[src/rtl/activation_arbiter.sv]
// Round-robin arbiter that lends one shared activation unit to N requesters and
// sequences the argument/activation and, when training, feedback/delta exchanges.
module activation_arbiter #(
  parameter int unsigned N     = 4,
  parameter int unsigned ARG_W = 16,
  parameter int unsigned ACT_W = 8
) (
  input  logic                 clock,
  input  logic                 reset,
  input  logic                 train,
  input  logic [N-1:0]         req_argument_valid,
  input  logic [N*ARG_W-1:0]   req_argument_data,
  output logic [N-1:0]         req_argument_ready,
  output logic [N-1:0]         req_activation_valid,
  output logic [ACT_W-1:0]     req_activation_data,
  input  logic [N-1:0]         req_activation_ready,
  input  logic [N-1:0]         req_feedback_valid,
  input  logic [N*ARG_W-1:0]   req_feedback_data,
  output logic [N-1:0]         req_feedback_ready,
  output logic [N-1:0]         req_delta_valid,
  output logic [ARG_W-1:0]     req_delta_data,
  input  logic [N-1:0]         req_delta_ready,
  output logic                 unit_argument_valid,
  output logic [ARG_W-1:0]     unit_argument_data,
  input  logic                 unit_argument_ready,
  input  logic                 unit_activation_valid,
  input  logic [ACT_W-1:0]     unit_activation_data,
  output logic                 unit_activation_ready,
  output logic                 unit_feedback_valid,
  output logic [ARG_W-1:0]     unit_feedback_data,
  input  logic                 unit_feedback_ready,
  input  logic                 unit_delta_valid,
  input  logic [ARG_W-1:0]     unit_delta_data,
  output logic                 unit_delta_ready,
  output logic [N-1:0]         grant,
  output logic                 busy
);

  localparam int unsigned IdxW = $clog2(N);
  localparam logic [IdxW:0]  NCnt    = (IdxW + 1)'(N);
  localparam logic [IdxW-1:0] LastIdx = IdxW'(N - 1);
  localparam logic [N-1:0]   OneHot0 = {{(N - 1){1'b0}}, 1'b1};

  typedef enum logic [2:0] {StIdle, StArg, StAct, StFbk, StDel} state_t;

  state_t          r_state;
  logic [N-1:0]    r_grant;
  logic [IdxW-1:0] r_ptr;
  logic [IdxW-1:0] r_idx;
  logic            r_train;
  logic            r_busy;

  logic            w_found;
  logic [IdxW-1:0] w_winner;
  logic [IdxW:0]   w_cand;
  logic [IdxW-1:0] w_next_ptr;
  logic            w_arg_hs, w_act_hs, w_fbk_hs, w_del_hs;

  // First asserted request scanning upward from the pointer, wrapping at N.
  always_comb begin
    w_found  = 1'b0;
    w_winner = '0;
    w_cand   = '0;
    for (int i = 0; i < int'(N); i++) begin
      w_cand = {1'b0, r_ptr} + (IdxW + 1)'(i);
      if (w_cand >= NCnt) w_cand = w_cand - NCnt;
      if (!w_found && req_argument_valid[w_cand[IdxW-1:0]]) begin
        w_found  = 1'b1;
        w_winner = w_cand[IdxW-1:0];
      end
    end
  end

  assign w_next_ptr = (r_idx == LastIdx) ? '0 : r_idx + IdxW'(1);

  // Pure passthrough steering; nothing is visible outside the owning state or in reset.
  always_comb begin
    req_argument_ready    = '0;
    req_activation_valid  = '0;
    req_feedback_ready    = '0;
    req_delta_valid       = '0;
    unit_argument_valid   = 1'b0;
    unit_activation_ready = 1'b0;
    unit_feedback_valid   = 1'b0;
    unit_delta_ready      = 1'b0;
    unit_argument_data    = req_argument_data[r_idx*ARG_W +: ARG_W];
    unit_feedback_data    = req_feedback_data[r_idx*ARG_W +: ARG_W];
    req_activation_data   = unit_activation_data;
    req_delta_data        = unit_delta_data;
    if (!reset) begin
      unique case (r_state)
        StArg: begin
          unit_argument_valid       = req_argument_valid[r_idx];
          req_argument_ready[r_idx] = unit_argument_ready;
        end
        StAct: begin
          req_activation_valid[r_idx] = unit_activation_valid;
          unit_activation_ready       = req_activation_ready[r_idx];
        end
        StFbk: begin
          unit_feedback_valid       = req_feedback_valid[r_idx];
          req_feedback_ready[r_idx] = unit_feedback_ready;
        end
        StDel: begin
          req_delta_valid[r_idx] = unit_delta_valid;
          unit_delta_ready       = req_delta_ready[r_idx];
        end
        default: ;
      endcase
    end
  end

  assign w_arg_hs = unit_argument_valid && unit_argument_ready;
  assign w_act_hs = unit_activation_valid && unit_activation_ready;
  assign w_fbk_hs = unit_feedback_valid && unit_feedback_ready;
  assign w_del_hs = unit_delta_valid && unit_delta_ready;

  always_ff @(posedge clock) begin
    if (reset) begin
      r_state <= StIdle;
      r_grant <= '0;
      r_ptr   <= '0;
      r_idx   <= '0;
      r_train <= 1'b0;
      r_busy  <= 1'b0;
    end else begin
      unique case (r_state)
        StIdle: begin
          if (w_found) begin
            r_state <= StArg;
            r_grant <= OneHot0 << w_winner;
            r_idx   <= w_winner;
            r_train <= train;
            r_busy  <= 1'b1;
          end
        end
        StArg: if (w_arg_hs) r_state <= StAct;
        StAct: begin
          if (w_act_hs) begin
            if (r_train) begin
              r_state <= StFbk;
            end else begin
              r_state <= StIdle;
              r_grant <= '0;
              r_busy  <= 1'b0;
              r_ptr   <= w_next_ptr;
            end
          end
        end
        StFbk: if (w_fbk_hs) r_state <= StDel;
        StDel: begin
          if (w_del_hs) begin
            r_state <= StIdle;
            r_grant <= '0;
            r_busy  <= 1'b0;
            r_ptr   <= w_next_ptr;
          end
        end
        default: r_state <= StIdle;
      endcase
    end
  end

  assign grant = r_grant;
  assign busy  = r_busy;

endmodule

[config.mk]
export PLATFORM = sky130hd
export DESIGN_NAME = activation_arbiter
export DESIGN_NICKNAME = d
export VERILOG_FILES = /design/src/rtl/activation_arbiter.sv
export SDC_FILE = /design/constraint.sdc
export NUM_CORES = 1
export LEC_CHECK = 0
export ABC_AREA = 1
export BUFFER_PORTS_ARGS = -buffer_cell sky130_fd_sc_hd__buf_2
export CAP_MARGIN = 10
export CORE_AREA = 2 2 99 101
export DETAILED_ROUTE_END_ITERATION = 12
export DIE_AREA = 0 0 101 103
export SLEW_MARGIN = 0
export SYNTH_ARGS = -nofsm -noshare
export SYNTH_HDL_FRONTEND = slang
export SYNTH_SLANG_ARGS = --single-unit
export TNS_END_PERCENT = 50
[constraint.sdc]
create_clock -name clock -period 2.96 [get_ports clock]
set_input_delay 0.592 -clock clock [delete_from_list [all_inputs] [get_ports clock]]
set_output_delay 0.592 -clock clock [all_outputs]
set_load 0.005 [all_outputs]
# Word-level counts from Yosys, hierarchy flattened
# Index checks and enable logic that the tools add are counted.
# word_totals
regBits	13
latch_bits	0
mem_bits_rw	0
mem_bits_ro	0
input_bits	175
out_inout_bits	81
memories	0
# op_classes
n_addsub	8
mul	0
div_mod_pow	0
order_cmp	10
n_eq_ne	11
n_shift	3
muxes	68
n_bitwise	4
n_reduce_logical	18
# op_table
op	n
$shiftx A64 B7 Y16	2
$mux W4	12
$mux W2	13
$mux W1	25
$and A4 B4 Y4	4
$bmux W1 S2	8
$lt A2 B3 Y1 const B	5
$mux W3	5
$pmux W3 S5	1
$ne A2 B2 Y1 const B	6
$pmux W4 S3	1
$reduce_and A5 Y1	2
$ge A3 B3 Y1 const B	3
$logic_and A1 B1 Y1	8
$sub A2 B1 Y2 const B	4
$add A2 B2 Y3 const B	2
$eq A3 B2 Y1 const B	2
$pmux W2 S2	1
$reduce_and A4 Y1	1
$shl A1 B2 Y4 const A	1
$add A2 B1 Y3 const B	1
$eq A3 B1 Y1 const B	1
$eq A3 B3 Y1 const B	1
$ge A2 B3 Y1 const B	1
other kinds (10)	12

# Logic depth before layout (Yosys ltp)
# logic_depth
depth_word	17
ltp_mapped	12
ltp_nobuf	12

# Worst setup path after synthesis
# Ideal clock, no wire load.
# synth_timing
path_type	flip-flop to output port
start	register r_idx[0]
end	output port req_activation_valid[0]
arrival_time_ns	1.473
required_ns	2.368
path_slack_ns	0.895
stages_incl_launch_ff	8
path_buffers	3
path_cell_list	dfxtp_1 > inv_1 > buf_4 > buf_2 > clkbuf_1 > ha_1 > nand2_1 > nor3_1
# synth_via
elab_chain_cells	7
elab_cells_between_ends	8
classes_between	order compare: 2; mux: 4; bitwise: 1; reduce/logical: 1
# synth_rtl
element	line_no	rtl
from (decl)	49	logic [IdxW-1:0] r_idx;
from (signal assigned)	132	r_idx <= w_winner;
$lt A2 B3 Y1 (implied by the code) or $ge A2 B1 Y1 (tied branches)	97	req_activation_valid[r_idx] = unit_activation_valid;
$logic_and A1 B1 Y1 (implied by the code)	97	
$mux W1 (implied by the code)	97	
$demux W1 S2 *	97	
$and A4 B4 Y4 (no line) *	--	
$mux W4 *	91	unique case (r_state)
$mux W4 *	90	if (!reset) begin
to (decl)	14	output logic [N-1:0] req_activation_valid,
# Every way passes the cells marked *; elsewhere a longest branch is shown, timed or not.

# Final worst setup path
# layout_timing
start	register r_idx[0]
end	output port unit_feedback_valid
# layout_via
elab_chain_cells	4
# layout_rtl
element	line_no	rtl
$bmux W1 S2	101	unit_feedback_valid = req_feedback_valid[r_idx];
$mux W1 (implied by the code)	101	
$mux W1	91	
$mux W1	90	
to (decl)	29	output logic unit_feedback_valid,
# No other way between the ends. The select of a mux whose other input is x is not followed.

==> results.sh <==
export IMPL_status="finished clean"
export IMPL_vias=3443
export IMPL_crit_buf_inv=2
export IMPL_ctsResizeCount=0
export IMPL_yosysTopAreaCell="o21ai_0"
export IMPL_synth_area_um2=2271
export IMPL_setup_violations_final=0
export IMPL_tightestPinTransition_ps=666.2
export IMPL_antenna_left=0
export IMPL_cts_htree_levels=1
export IMPL_period_share_pct=82.16
export IMPL_hpwl_mm=8.032
export IMPL_cp_slowest_cell="buf_4"
export IMPL_synth_edff_count=0
export IMPL_clk_pin_slew_ps=50
export IMPL_skew_ps=1.961
export IMPL_io_pins=256
export IMPL_relSlewSlack_pct=55.59
export IMPL_yosysSeqAreaShare_pct=11.46
export IMPL_place_congestion=0.9042
export IMPL_grt_max_degree=76
export IMPL_cp_start_kind="flip-flop"
export IMPL_start_util_pct=24.01
export IMPL_yosysWarnings=0
export IMPL_cts_setup_buffers=0
export IMPL_yosysTopAreaCellShare_pct=15.21
export IMPL_dieArea_um2=10400
export IMPL_nFillCells=1073
export IMPL_cts_tree="yes"
export IMPL_coreArea_um2=9459
export IMPL_worstPathMaxFanout=75
export IMPL_rsz0062_at_grt="false"
export IMPL_required_ps=2370
export IMPL_synth_flop_cell="dfxtp_1"
export IMPL_max_clock_path_buffers=2
export IMPL_ir_drop_mv=0.2683
export IMPL_worstPathCellList="buf_4 -> nand2_1 -> nand3_1 -> nand2_1 -> nor3_1 -> buf_2"
export IMPL_crit_top_cell="nand2_1"
export IMPL_wl_per_cell_um=14.19
export IMPL_cts_root_buffer="clkbuf_8"
export IMPL_hold_class="flip-flop to flip-flop"
export IMPL_rows=36
export IMPL_synthArstFlopShare_pct=0
export IMPL_drive_above_1_share_pct=40.75
export IMPL_grt_first_pass_wirelength_mm=14.91
export IMPL_min_period_ps=2432
export IMPL_synth_fp_nets=602
export IMPL_power_density_nw_per_um2=670.1
export IMPL_timing_fmax_mhz=411.2
export IMPL_first_iter_violations=104
export IMPL_synth_cell_type_count=26
export IMPL_synthTopCellsByCount="nand2_1, nor2_1, o21ai_0, o22ai_1, buf_4"
export IMPL_critPathCaptureType="output port"
export IMPL_critPathArrivalTime_ps=1840
export IMPL_wl_mm=9.974
export IMPL_layout_nets=769
export IMPL_grt_antenna_before_repair=0
export IMPL_hold_viol=0
export IMPL_synth_area_leaders="o21ai_0, nand2_1, nor2_1, dfxtp_1, buf_4"
export IMPL_synth_seq_cells=13
export IMPL_diodes=0
export IMPL_die_x_um=101
export IMPL_grt_pass1_vias=3132
export IMPL_synth_avg_cell_area_um2=5.369
export IMPL_p_leak_nw=1.747
export IMPL_die_y_um=103
export IMPL_dr_pass1_iters=4
export IMPL_cts_buffers=3
export IMPL_drv_cap=0
export IMPL_drv_slew=0
export IMPL_path_delay_family="buffers and inverters"
export IMPL_track_usage_pct=17.62
export IMPL_totalPowerFinal_mw=2.166
export IMPL_clk_latency_ps=250
export IMPL_vias_per_cell=4.898
export IMPL_drc=0
export IMPL_syn_to_final_growth_pct=42.31
export IMPL_io_buffers=207
export IMPL_ctsHoldBuffers=0
export IMPL_worstSetupPathType="flip-flop to output port"
export IMPL_overflow=0
export IMPL_cts_sinks=13
export IMPL_max_stage_delay_ps=520
export IMPL_syn_inst=423
export IMPL_tns_ps=0
-- area by class of cell --
class                      instances  area (um2)  share of cell area (%)
tap                              114       142.6                   4.413
sequential                        13       261.5                   8.091
clock buffer                       4       45.04                   1.394
multi-input combinational        332        1608                   49.75
timing repair buffer             211        1066                   32.98
inverter                          29       108.9                   3.368
-- placed cells by master (no fill, tap or decap), drive strengths merged --
| cell | instances |
|---|---|
| nand2 | 83 |
| inv | 28 |
| nand3 | 22 |
| o22ai | 32 |
| clkinv | 1 |
| clkbuf | 4 |
| dfxtp | 13 |
| a21oi | 13 |
| nor2 | 78 |
| buf | 211 |
| o21ai | 74 |
| ha | 4 |
| nand4 | 2 |
| nor3 | 24 |
-- logic make-up after synthesis --
logic type	share of synthesized area [%]
adder cells (fa/ha/maj)	2.204
flip-flops	11.46
AO/OA/AOI/OAI	28.98
AND/OR/NAND/NOR	39.61
buffers and inverters	17.74
-- flip-flops by register name, summed over array words and instances, names as in the netlist --
signal	flops
busy	1
grant	4
r_idx	2
r_ptr	2
r_state	3
r_train	1
-- worst reg2reg max path, stage by stage, from the launching register on --
cell and delay, ps:
dfxtp_2 330, buf_4 520, nand2_1 120, nand3_1 110, nand2_1 100, o21ai_1 170, nand2_1 140, nor2_1 160
nand2_1 110, inv_1 60, nand2_1 40, a21oi_1 120
-- metrics by stage --
step	area, um2	cells	setup slack [ps]	hold WS [ps]	utilization, %
2_1_floorplan	2271	423	895.3	455.4	-
3_3_place_gp	3187	699	801.1	454.4	33.69
3_5_place_dp	3187	699	763.2	462.0	33.69
4_1_cts	3232	703	539.7	471.6	34.17
5_1_grt	3232	703	359.1	495.6	34.17
6_report	3232	703	528.1	474.6	34.17
-- routing by layer --
metal  GRT usage (%)  up-vias  share of wire [%]
met5               0        -                  0
met1           21.59     1533                 41
met2           31.03      154                 49
met4           8.108        0                3.8
li1                -     1733                  -
met3           1.966       23                6.2
-- power breakdown --
group	internal [mW]	total (mW)	leakage, nW	switching [mW]
Sequential	0.235	0.289	0.107	0.0544
Combinational	0.633	1.72	1.62	1.08
Clock	0.0952	0.161	0.0228	0.0662
Total	0.963	2.17	1.75	1.20
-- path summary, 6_finish.rpt --
kind / start / end / slack [ps] / depth (start not counted)
max: r_idx[0] / unit_feedback_valid / 530 / 6
min: grant[3] / grant[3] / 470 / 2
max reg2reg: r_idx[0] / r_ptr[1] / 910 / 11
min reg2reg: grant[3] / grant[3] / 470 / 2
(Power assumes the default switching activity.)
